## src/rtl/combo_lock_fsm.sv

```systemverilog
// Digit-sequence combination lock.
// One digit is captured per enter strobe. OPEN or ERROR is reported only
// once the full combination has been keyed in, so a wrong digit is never
// revealed early. Consecutive failures are counted, and the lock enters a
// timed LOCKOUT once the retry limit is reached.
module combo_lock_fsm #(
    parameter int                              NUM_DIGITS     = 6,
    parameter int                              DIGIT_W        = 4,
    parameter logic [NUM_DIGITS*DIGIT_W-1:0]   COMBO          = 24'h305464,
    parameter int                              MAX_TRIES      = 3,
    parameter int                              LOCKOUT_CYCLES = 1024
) (
    input  logic                               clk,
    input  logic                               reset,
    input  logic [DIGIT_W-1:0]                 digit_in,
    input  logic                               enter,
    input  logic                               relock,
    output logic                               is_open,
    output logic                               is_error,
    output logic                               is_locked,
    output logic [$clog2(NUM_DIGITS+1)-1:0]    digit_count,
    output logic [NUM_DIGITS*DIGIT_W-1:0]      entered,
    output logic [$clog2(MAX_TRIES+1)-1:0]     fail_count
);

    localparam int CODE_W = NUM_DIGITS * DIGIT_W;
    localparam int DC_W   = $clog2(NUM_DIGITS + 1);
    localparam int FC_W   = $clog2(MAX_TRIES + 1);
    localparam int TM_W   = $clog2(LOCKOUT_CYCLES + 1);

    localparam logic [DC_W-1:0] DC_ONE  = DC_W'(1);
    localparam logic [DC_W-1:0] DC_LAST = DC_W'(NUM_DIGITS - 1);
    localparam logic [FC_W-1:0] FC_ONE  = FC_W'(1);
    localparam logic [FC_W-1:0] FC_MAX  = FC_W'(MAX_TRIES);
    localparam logic [TM_W-1:0] TM_ONE  = TM_W'(1);
    localparam logic [TM_W-1:0] TM_LOAD = TM_W'(LOCKOUT_CYCLES);

    typedef enum logic [1:0] {
        ST_ENTRY   = 2'd0,
        ST_OPEN    = 2'd1,
        ST_ERROR   = 2'd2,
        ST_LOCKOUT = 2'd3
    } state_t;

    state_t              r_state;
    logic [DC_W-1:0]     r_digit_count;
    logic [CODE_W-1:0]   r_entered;
    logic [FC_W-1:0]     r_fail_count;
    logic [TM_W-1:0]     r_timer;
    logic                r_mismatch;

    state_t              w_state;
    logic [DC_W-1:0]     w_digit_count;
    logic [CODE_W-1:0]   w_entered;
    logic [FC_W-1:0]     w_fail_count;
    logic [TM_W-1:0]     w_timer;
    logic                w_mismatch;

    logic [DIGIT_W-1:0]  w_exp_digit;
    logic                w_digit_ok;

    // Select the combination digit expected at the current entry position.
    always_comb begin
        w_exp_digit = '0;
        for (int i = 0; i < NUM_DIGITS; i++) begin
            if (r_digit_count == DC_W'(i)) begin
                w_exp_digit = COMBO[(NUM_DIGITS-1-i)*DIGIT_W +: DIGIT_W];
            end
        end
    end

    assign w_digit_ok = (digit_in == w_exp_digit);

    // Next-state and next-value logic for every register of the lock.
    always_comb begin
        // NOTE: every target gets a default first so no path leaves one unassigned, which would infer a latch.
        w_state       = r_state;
        w_digit_count = r_digit_count;
        w_entered     = r_entered;
        w_fail_count  = r_fail_count;
        w_timer       = r_timer;
        w_mismatch    = r_mismatch;

        case (r_state)
            ST_ENTRY: begin
                if (relock) begin
                    // Abort the attempt; it does not count as a failure.
                    w_digit_count = '0;
                    w_entered     = '0;
                    w_mismatch    = 1'b0;
                end else if (enter) begin
                    w_entered     = (r_entered << DIGIT_W) | CODE_W'(digit_in);
                    w_digit_count = r_digit_count + DC_ONE;
                    if (!w_digit_ok) begin
                        w_mismatch = 1'b1;
                    end
                    if (r_digit_count == DC_LAST) begin
                        if (w_digit_ok && !r_mismatch) begin
                            w_state      = ST_OPEN;
                            w_fail_count = '0;
                        end else if (r_fail_count + FC_ONE == FC_MAX) begin
                            w_state      = ST_LOCKOUT;
                            w_timer      = TM_LOAD;
                            w_fail_count = FC_MAX;
                        end else begin
                            w_state      = ST_ERROR;
                            w_fail_count = r_fail_count + FC_ONE;
                        end
                    end
                end
            end

            ST_OPEN: begin
                if (relock) begin
                    w_state       = ST_ENTRY;
                    w_digit_count = '0;
                    w_entered     = '0;
                    w_mismatch    = 1'b0;
                end
            end

            ST_ERROR: begin
                // The digit carried by an enter here is discarded.
                if (relock || enter) begin
                    w_state       = ST_ENTRY;
                    w_digit_count = '0;
                    w_entered     = '0;
                    w_mismatch    = 1'b0;
                end
            end

            ST_LOCKOUT: begin
                // Inputs are ignored; leave on the last cycle of the dwell.
                w_timer = r_timer - TM_ONE;
                if (r_timer <= TM_ONE) begin
                    w_state       = ST_ENTRY;
                    w_digit_count = '0;
                    w_entered     = '0;
                    w_mismatch    = 1'b0;
                    w_fail_count  = '0;
                    w_timer       = '0;
                end
            end

            default: begin
                w_state       = ST_ENTRY;
                w_digit_count = '0;
                w_entered     = '0;
                w_mismatch    = 1'b0;
                w_timer       = '0;
            end
        endcase
    end

    // State register with synchronous reset.
    always_ff @(posedge clk) begin
        // NOTE: non-blocking assignments so every register samples the pre-edge values of the others.
        if (reset) begin
            r_state       <= ST_ENTRY;
            r_digit_count <= '0;
            r_entered     <= '0;
            r_fail_count  <= '0;
            r_timer       <= '0;
            r_mismatch    <= 1'b0;
        end else begin
            r_state       <= w_state;
            r_digit_count <= w_digit_count;
            r_entered     <= w_entered;
            r_fail_count  <= w_fail_count;
            r_timer       <= w_timer;
            r_mismatch    <= w_mismatch;
        end
    end

    assign is_open     = (r_state == ST_OPEN);
    assign is_error    = (r_state == ST_ERROR);
    assign is_locked   = (r_state == ST_LOCKOUT);
    assign digit_count = r_digit_count;
    assign entered     = r_entered;
    assign fail_count  = r_fail_count;

endmodule
```

## config.mk

```make
export PLATFORM = sky130hd
export DESIGN_NAME = combo_lock_fsm
export DESIGN_NICKNAME = d
export VERILOG_FILES = /design/src/rtl/combo_lock_fsm.sv
export SDC_FILE = /design/constraint.sdc
export NUM_CORES = 1
export LEC_CHECK = 0
export BUFFER_PORTS_ARGS = -buffer_cell sky130_fd_sc_hd__buf_4
export CAP_MARGIN = 20
export CORE_MARGIN = 5
export CORE_UTILIZATION = 55
export DETAILED_ROUTE_END_ITERATION = 8
export HOLD_SLACK_MARGIN = 0.12
export PLACE_DENSITY_LB_ADDON = 0.2
export SLEW_MARGIN = 20
export SYNTH_ARGS = -nofsm -noshare
export SYNTH_HDL_FRONTEND = slang
export SYNTH_SLANG_ARGS = --single-unit
export TNS_END_PERCENT = 20
```

## constraint.sdc

```tcl
create_clock -name clk -period 2.63 [get_ports clk]
set_input_delay 0 -clock clk [delete_from_list [all_inputs] [get_ports clk]]
set_output_delay 0 -clock clk [all_outputs]
set_load 0.05 [all_outputs]
```

==> impl_metrics.py, run 1 <==
metrics = {
    "global_route": {
        "grt_first_pass_wirelength_um": 8690,
        "grt_overflow": 0,
        "grt_pass1_vias": 1836,
        "grt_start_max_net_pins": 44,
        "antenna_found_initial": 0,
        "grt_use_total": 0.205,
    },
    "timing": {
        "skew_ns": 0.00920,
        "drv_slew": 0,
        "fmax_ghz": 0.428,
        "worst_pin_slew_ns": 0.547,
        "hold_viol": 0,
        "fin_crit_sh": 0.888,
        "timing.final.crit_period_ns": 2.33,
        "tns_ns": 0,
        "setup_violations": 0,
        "relSlewSlack": 0.635,
        "grt_setup_unrepaired": "false",
        "layout_setup_ws_ns": 0.295,
    },
    "floorplan": {
        "start_util": 0.574,
        "rows": 22,
        "die_x_um": 72.3,
        "die_y_um": 72.3,
        "num_io_pins": 40,
        "core_um2": 3720,
        "die_area_um2": 5230,
    },
    "critical_path": {
        "r2r-end": "r_timer[4]$_SDFFE_PP0P_",
        "crit_end": "r_timer[4]$_SDFFE_PP0P_",
        "crit_path_start_kind": "register",
        "crit_start": "digit_count[0]$_SDFFE_PP0P_",
        "crit_arrival_ns": 2.49,
        "worst_ep_required_time_ns": 2.79,
        "critPathKind": "reg -> reg",
        "cp_max_fo": 7,
        "r2r-start": "digit_count[0]$_SDFFE_PP0P_",
        "end_kind": "register",
        "r2r_slack_ns": 0.30,
        "ff2ff_path_depth": 7,
    },
    "synth": {
        "synth_edf_count": 0,
        "netlist.area_leader.share": 0.403,
        "synth-seq-cells": 43,
        "synth_flop_cell": "dfxtp_1",
        "synth.area.top_cells": "dfxtp_1 (40%), a21oi_1 (9.8%), nand2_1 (6.5%)",
        "syn_area_um2": 2130,
        "avgSynthCellArea_um2": 8.37,
        "ys_warn_count": 0,
        "netlist.top_cell.by_area": "dfxtp_1",
        "synthCells": 255,
        "ys_seq_area_frac": 0.403,
        "postSynth.asyncResetShare": 0,
        "synth_cell_type_count": 48,
        "synth_nets": 272,
    },
    "cts": {
        "clk_pin_slew_worst_paths_ns": 0.09,
        "numClockSinks": 43,
        "cts_made_buffers": 5,
        "cts_resized": 0,
        "htree_levels": 2,
        "tritoncts": "built",
        "root_buffer": "clkbuf_8",
        "clock_path_buffers": 2,
        "clkLatencyLatePin_ns": 0.29,
        "postCtsSetupBuffers": 0,
    },
    "route": {
        "detail-route-antenna-nets": 0,
        "drt-wirelength-per-cell_um": 15.0,
        "drt-vias-per-instance": 5.73,
        "drt_iter0_drc": 179,
        "dr.pass1.iters": 4,
        "wl_um": 5150,
        "vias": 1971,
        "drc_errors": 0,
    },
    "finish": {
        "fillCellCount": 309,
        "layout-drive-gt1-share": 0.230,
        "nNetsFinal": 312,
        "final_cell_mix": "dfxtp_1 (43), buf_4 (43), a21oi_1 (41)",
        "stdcell_count": 344,
        "n_antenna_cell": 0,
        "syn_to_final_growth_pct": 20.9,
    },
    "run_status": {
        "status": "completed",
    },
    "run": {
        "max-cap-violations": 0,
    },
    "power": {
        "power_leakage_nw": 1.01,
        "p_per_area_nw_per_um2": 506,
        "ir_worst_vdd_uv": 386,
    },
    "placement": {
        "dp_hpwl_um": 3310,
        "place.gp.congestion": 0.823,
        "dp.cells": 332,
        "place_ws_ns": 0.316,
        "port_buffers": 39,
    },
    "min_path": {
        "hold_path_class": "in -> reg",
    },
}
## how the worst min path moves through the flow
stage | depth (start not counted) | startpoint | to
floorplan | 2 | digit_in[0] | entered[0]$_SDFFE_PP0P_
global placement | 3 | digit_in[1] | entered[1]$_SDFFE_PP0P_
detailed placement | 3 | digit_in[1] | entered[1]$_SDFFE_PP0P_
CTS | 2 | reset | fail_count[1]$_SDFFE_PP0P_
global route | 2 | reset | entered[18]$_SDFFE_PP0P_
finish | 2 | reset | entered[7]$_SDFFE_PP0P_
## critical path: stages, from the launching register on
cell      delay (ns)
dfxtp_1         0.35
ha_1            0.21
ha_1            0.22
or4b_1          0.55
and3_4          0.19
o2111a_2        0.31
nor2_4          0.24
a211oi_1        0.13
## per-stage QoR
step           hold WS [ns]  power, W  instance area, um2  utilization
2_1_floorplan         0.152  0.000758                2130            -
3_3_place_gp          0.294  0.000788                2430        0.653
3_5_place_dp          0.297  0.000789                2430        0.653
4_1_cts               0.144   0.00132                2580        0.695
5_1_grt               0.161   0.00136                2580        0.695
6_report              0.154   0.00131                2580        0.695
## per-layer routing
layer	global-route usage	wire, um	vias up
met2	0.338	2470	60
li1	-	-	992
met5	0	0	-
met1	0.262	2250	909
met3	0.0568	348	10
met4	0.0564	80	0
## cells in the mapped netlist (2+ instances only)
cell type / instances
dfxtp_1: 43
o31ai_1: 3
or2b_2: 2
nand3b_1: 2
a211oi_1: 2
nand2_1: 37
inv_1: 13
clkbuf_8: 3
o22ai_1: 2
nor3_2: 3
a21oi_1: 42
a31oi_1: 4
o21ai_0: 5
ha_1: 9
a21o_1: 4
nor2_1: 10
nor3_1: 3
a311oi_2: 4
buf_4: 2
a32oi_1: 2
clkbuf_1: 5
buf_2: 4
nand3_1: 26
## what timing repair did
item	in CTS	in global routing
hold buffers	4	0
setup endpoints to repair	0	0
endpoints found under the hold margin	4	0
## area by class of cell
type / instances / area [um2] / area share
flip-flops and latches: 43 / 861 / 0.333
clock buffers: 5 / 68.8 / 0.0267
inverters: 13 / 48.8 / 0.0189
well taps: 48 / 60.1 / 0.0233
repair buffers: 47 / 363 / 0.141
multi-input cells: 185 / 1130 / 0.439
clock inverters: 3 / 46.3 / 0.0179
## flip-flops by register name (all words and copies together), names as in the netlist
register and count:
digit_count 3, entered 24, r_state 2, fail_count 2, r_timer 11, r_mismatch 1
## where the power goes
part	switching (W)	leakage [nW]	internal, W	total, W
Combinational	0.0000793	0.612	0.0000377	0.000117
Clock	0.000238	0.0548	0.000286	0.000525
Sequential	0.00000648	0.347	0.000657	0.000664
## kinds of logic after synthesis
logic type / share of synthesized area
AOI/OAI and AO/OA: 0.235
xor gates and xnor gates: 0.00410
adders and majority gates: 0.0528
buffers and inverters: 0.0674
DFF: 0.403
and+or+nand+nor: 0.237
No activity file was read; power rests on OpenSTA's default activity.
==> run 2: changes to the inputs <==
--- a/config.mk
+++ b/config.mk
@@ -8,7 +8,8 @@
 export BUFFER_PORTS_ARGS = -buffer_cell sky130_fd_sc_hd__buf_4
 export CAP_MARGIN = 20
 export CORE_MARGIN = 5
-export CORE_UTILIZATION = 55
+export CORE_UTILIZATION = 35
+export CTS_CLUSTER_DIAMETER = 200
 export DETAILED_ROUTE_END_ITERATION = 8
 export HOLD_SLACK_MARGIN = 0.12
 export PLACE_DENSITY_LB_ADDON = 0.2
==> impl_metrics.py, run 2 (synthesized netlist as in run 1, its figures left out) <==
metrics = {
    "cts": {
        "clk_pin_slew_worst_paths_ns": 0.09,
        "root_buffer": "clkbuf_8",
        "hold_buffers": 4,
        "postCtsSetupBuffers": 0,
        "clkLatencyLatePin_ns": 0.30,
        "cts_resized": 0,
        "cts_made_buffers": 5,
        "clock_path_buffers": 2,
        "tritoncts": "built",
        "htree_levels": 2,
        "numClockSinks": 43,
    },
    "timing": {
        "grt_setup_unrepaired": "false",
        "setup_violations": 0,
        "hold_ws_ns": 0.160,
        "timing.final.crit_period_ns": 2.37,
        "worst_pin_slew_ns": 0.557,
        "fmax_ghz": 0.423,
        "skew_ns": 0.00758,
        "hold_viol": 0,
        "fin_crit_sh": 0.899,
        "tns_ns": 0,
        "relSlewSlack": 0.628,
        "drv_slew": 0,
    },
    "route": {
        "dr.pass1.iters": 4,
        "vias": 1975,
        "drt-wirelength-per-cell_um": 14.2,
        "drt-vias-per-instance": 5.32,
        "wl_um": 5270,
        "detail-route-antenna-nets": 0,
        "drc_errors": 0,
        "drt_iter0_drc": 96,
    },
    "finish": {
        "layout-drive-gt1-share": 0.230,
        "register_area_um2": 861,
        "fillCellCount": 578,
        "nNetsFinal": 312,
        "n_antenna_cell": 0,
        "syn_to_final_growth_pct": 22.5,
        "final_cell_mix": "dfxtp_1 (43), buf_4 (43), a21oi_1 (41)",
        "multi_input_comb_area_um2": 1130,
        "largest_reg_flops": 24,
    },
    "global_route": {
        "grt_first_pass_wirelength_um": 8540,
        "grt_start_max_net_pins": 44,
        "grt_use_total": 0.139,
        "grt_overflow": 0,
        "antenna_found_initial": 0,
        "grt_pass1_vias": 1815,
    },
    "floorplan": {
        "core_um2": 5920,
        "rows": 28,
        "die_y_um": 88.1,
        "die_area_um2": 7760,
        "num_io_pins": 40,
        "start_util": 0.361,
        "die_x_um": 88.1,
    },
    "power": {
        "p_sw_w": 0.000333,
        "comb_power_share": 0.088,
        "power_leakage_nw": 1.01,
        "switching_share": 0.253,
        "p_total_w": 0.00131,
        "ir_worst_vdd_uv": 349,
        "p_int_w": 0.000981,
        "p_per_area_nw_per_um2": 503,
        "clock_power_share": 0.407,
        "p_seq_frac": 0.505,
    },
    "critical_path": {
        "ff2ff_path_depth": 7,
        "cp_max_fo": 7,
        "slowest_delay_ns": 0.56,
        "r2r-start": "digit_count[0]$_SDFFE_PP0P_",
        "worst_ep_required_time_ns": 2.80,
        "crit_start": "digit_count[0]$_SDFFE_PP0P_",
        "crit_path_start_kind": "register",
        "r2r-end": "r_timer[7]$_SDFFE_PP0P_",
        "cp_cell_sequence": "ha_1 -> ha_1 -> or4b_1 -> and3_4 -> o2111a_2 -> nor2_4 -> a311oi_2",
        "r2r_slack_ns": 0.26,
        "end_kind": "register",
        "path_common_cell": "ha_1",
        "crit_arrival_ns": 2.54,
        "cp_slowest_cell": "or4b_1",
        "critPathKind": "reg -> reg",
    },
    "min_path": {
        "min_from": "reset",
        "hold-path-endpoint": "fail_count[0]$_SDFFE_PP0P_",
        "hold_path_class": "in -> reg",
        "hold_depth": 2,
    },
    "placement": {
        "port_buffers": 39,
        "place.gp.congestion": 0.826,
        "dp_hpwl_um": 3550,
    },
    "run_status": {
        "status": "completed",
    },
    "run": {
        "max-cap-violations": 0,
    },
}
run 2: worst max-delay path by stage:
stage	end	cells past startpoint	slack, ns
2_1_floorplan	r_timer[2]$_SDFFE_PP0P_	7	0.16
3_3_place_gp	r_timer[2]$_SDFFE_PP0P_	7	0.33
3_5_place_dp	r_timer[7]$_SDFFE_PP0P_	7	0.28
4_1_cts	r_timer[7]$_SDFFE_PP0P_	7	0.26
5_1_grt	r_timer[7]$_SDFFE_PP0P_	7	0.16
6_report	r_timer[7]$_SDFFE_PP0P_	7	0.26
run 2: critical path: cells and delay by family, from the launching register on:
kind / cells / cell delay [ns]
AND/OR/NAND/NOR: 3 / 1.02
AO/OA/AOI/OAI: 2 / 0.45
flip-flops: 1 / 0.36
adder cells (fa/ha/maj): 2 / 0.42
run 2: cell type report:
| class | count | area share |
|---|---|---|
| Clock buffer | 5 | 0.0263 |
| Clock inverter | 3 | 0.0177 |
| Inverter | 13 | 0.0187 |
| Multi-Input combinational cell | 185 | 0.433 |
| Sequential cell | 43 | 0.329 |
| Tap cell | 75 | 0.0359 |
| Timing Repair Buffer | 47 | 0.139 |
run 2: metrics by stage:
step	cells	util	worst slack, ns	cell area (um2)
6_report	371	0.442	0.264	2620
4_1_cts	371	0.442	0.260	2620
3_5_place_dp	359	0.415	0.277	2460
3_3_place_gp	359	0.415	0.332	2460
2_1_floorplan	255	-	0.155	2130
5_1_grt	371	0.442	0.163	2620
run 2: layer usage:
layer  share of wire  track usage
met2            0.44        0.206
met4           0.017       0.0591
met3           0.057       0.0423
met5               0            0
met1            0.49        0.187
run 2: power by group through the flow:
stage	combinational (W)	sequential, W	clock, W
floorplan	0.0000600	0.000698	0
global placement	0.000112	0.000679	0
detailed placement	0.000112	0.000679	0
CTS	0.000117	0.000664	0.000549
global route	0.000126	0.000665	0.000574
finish	0.000116	0.000664	0.000535
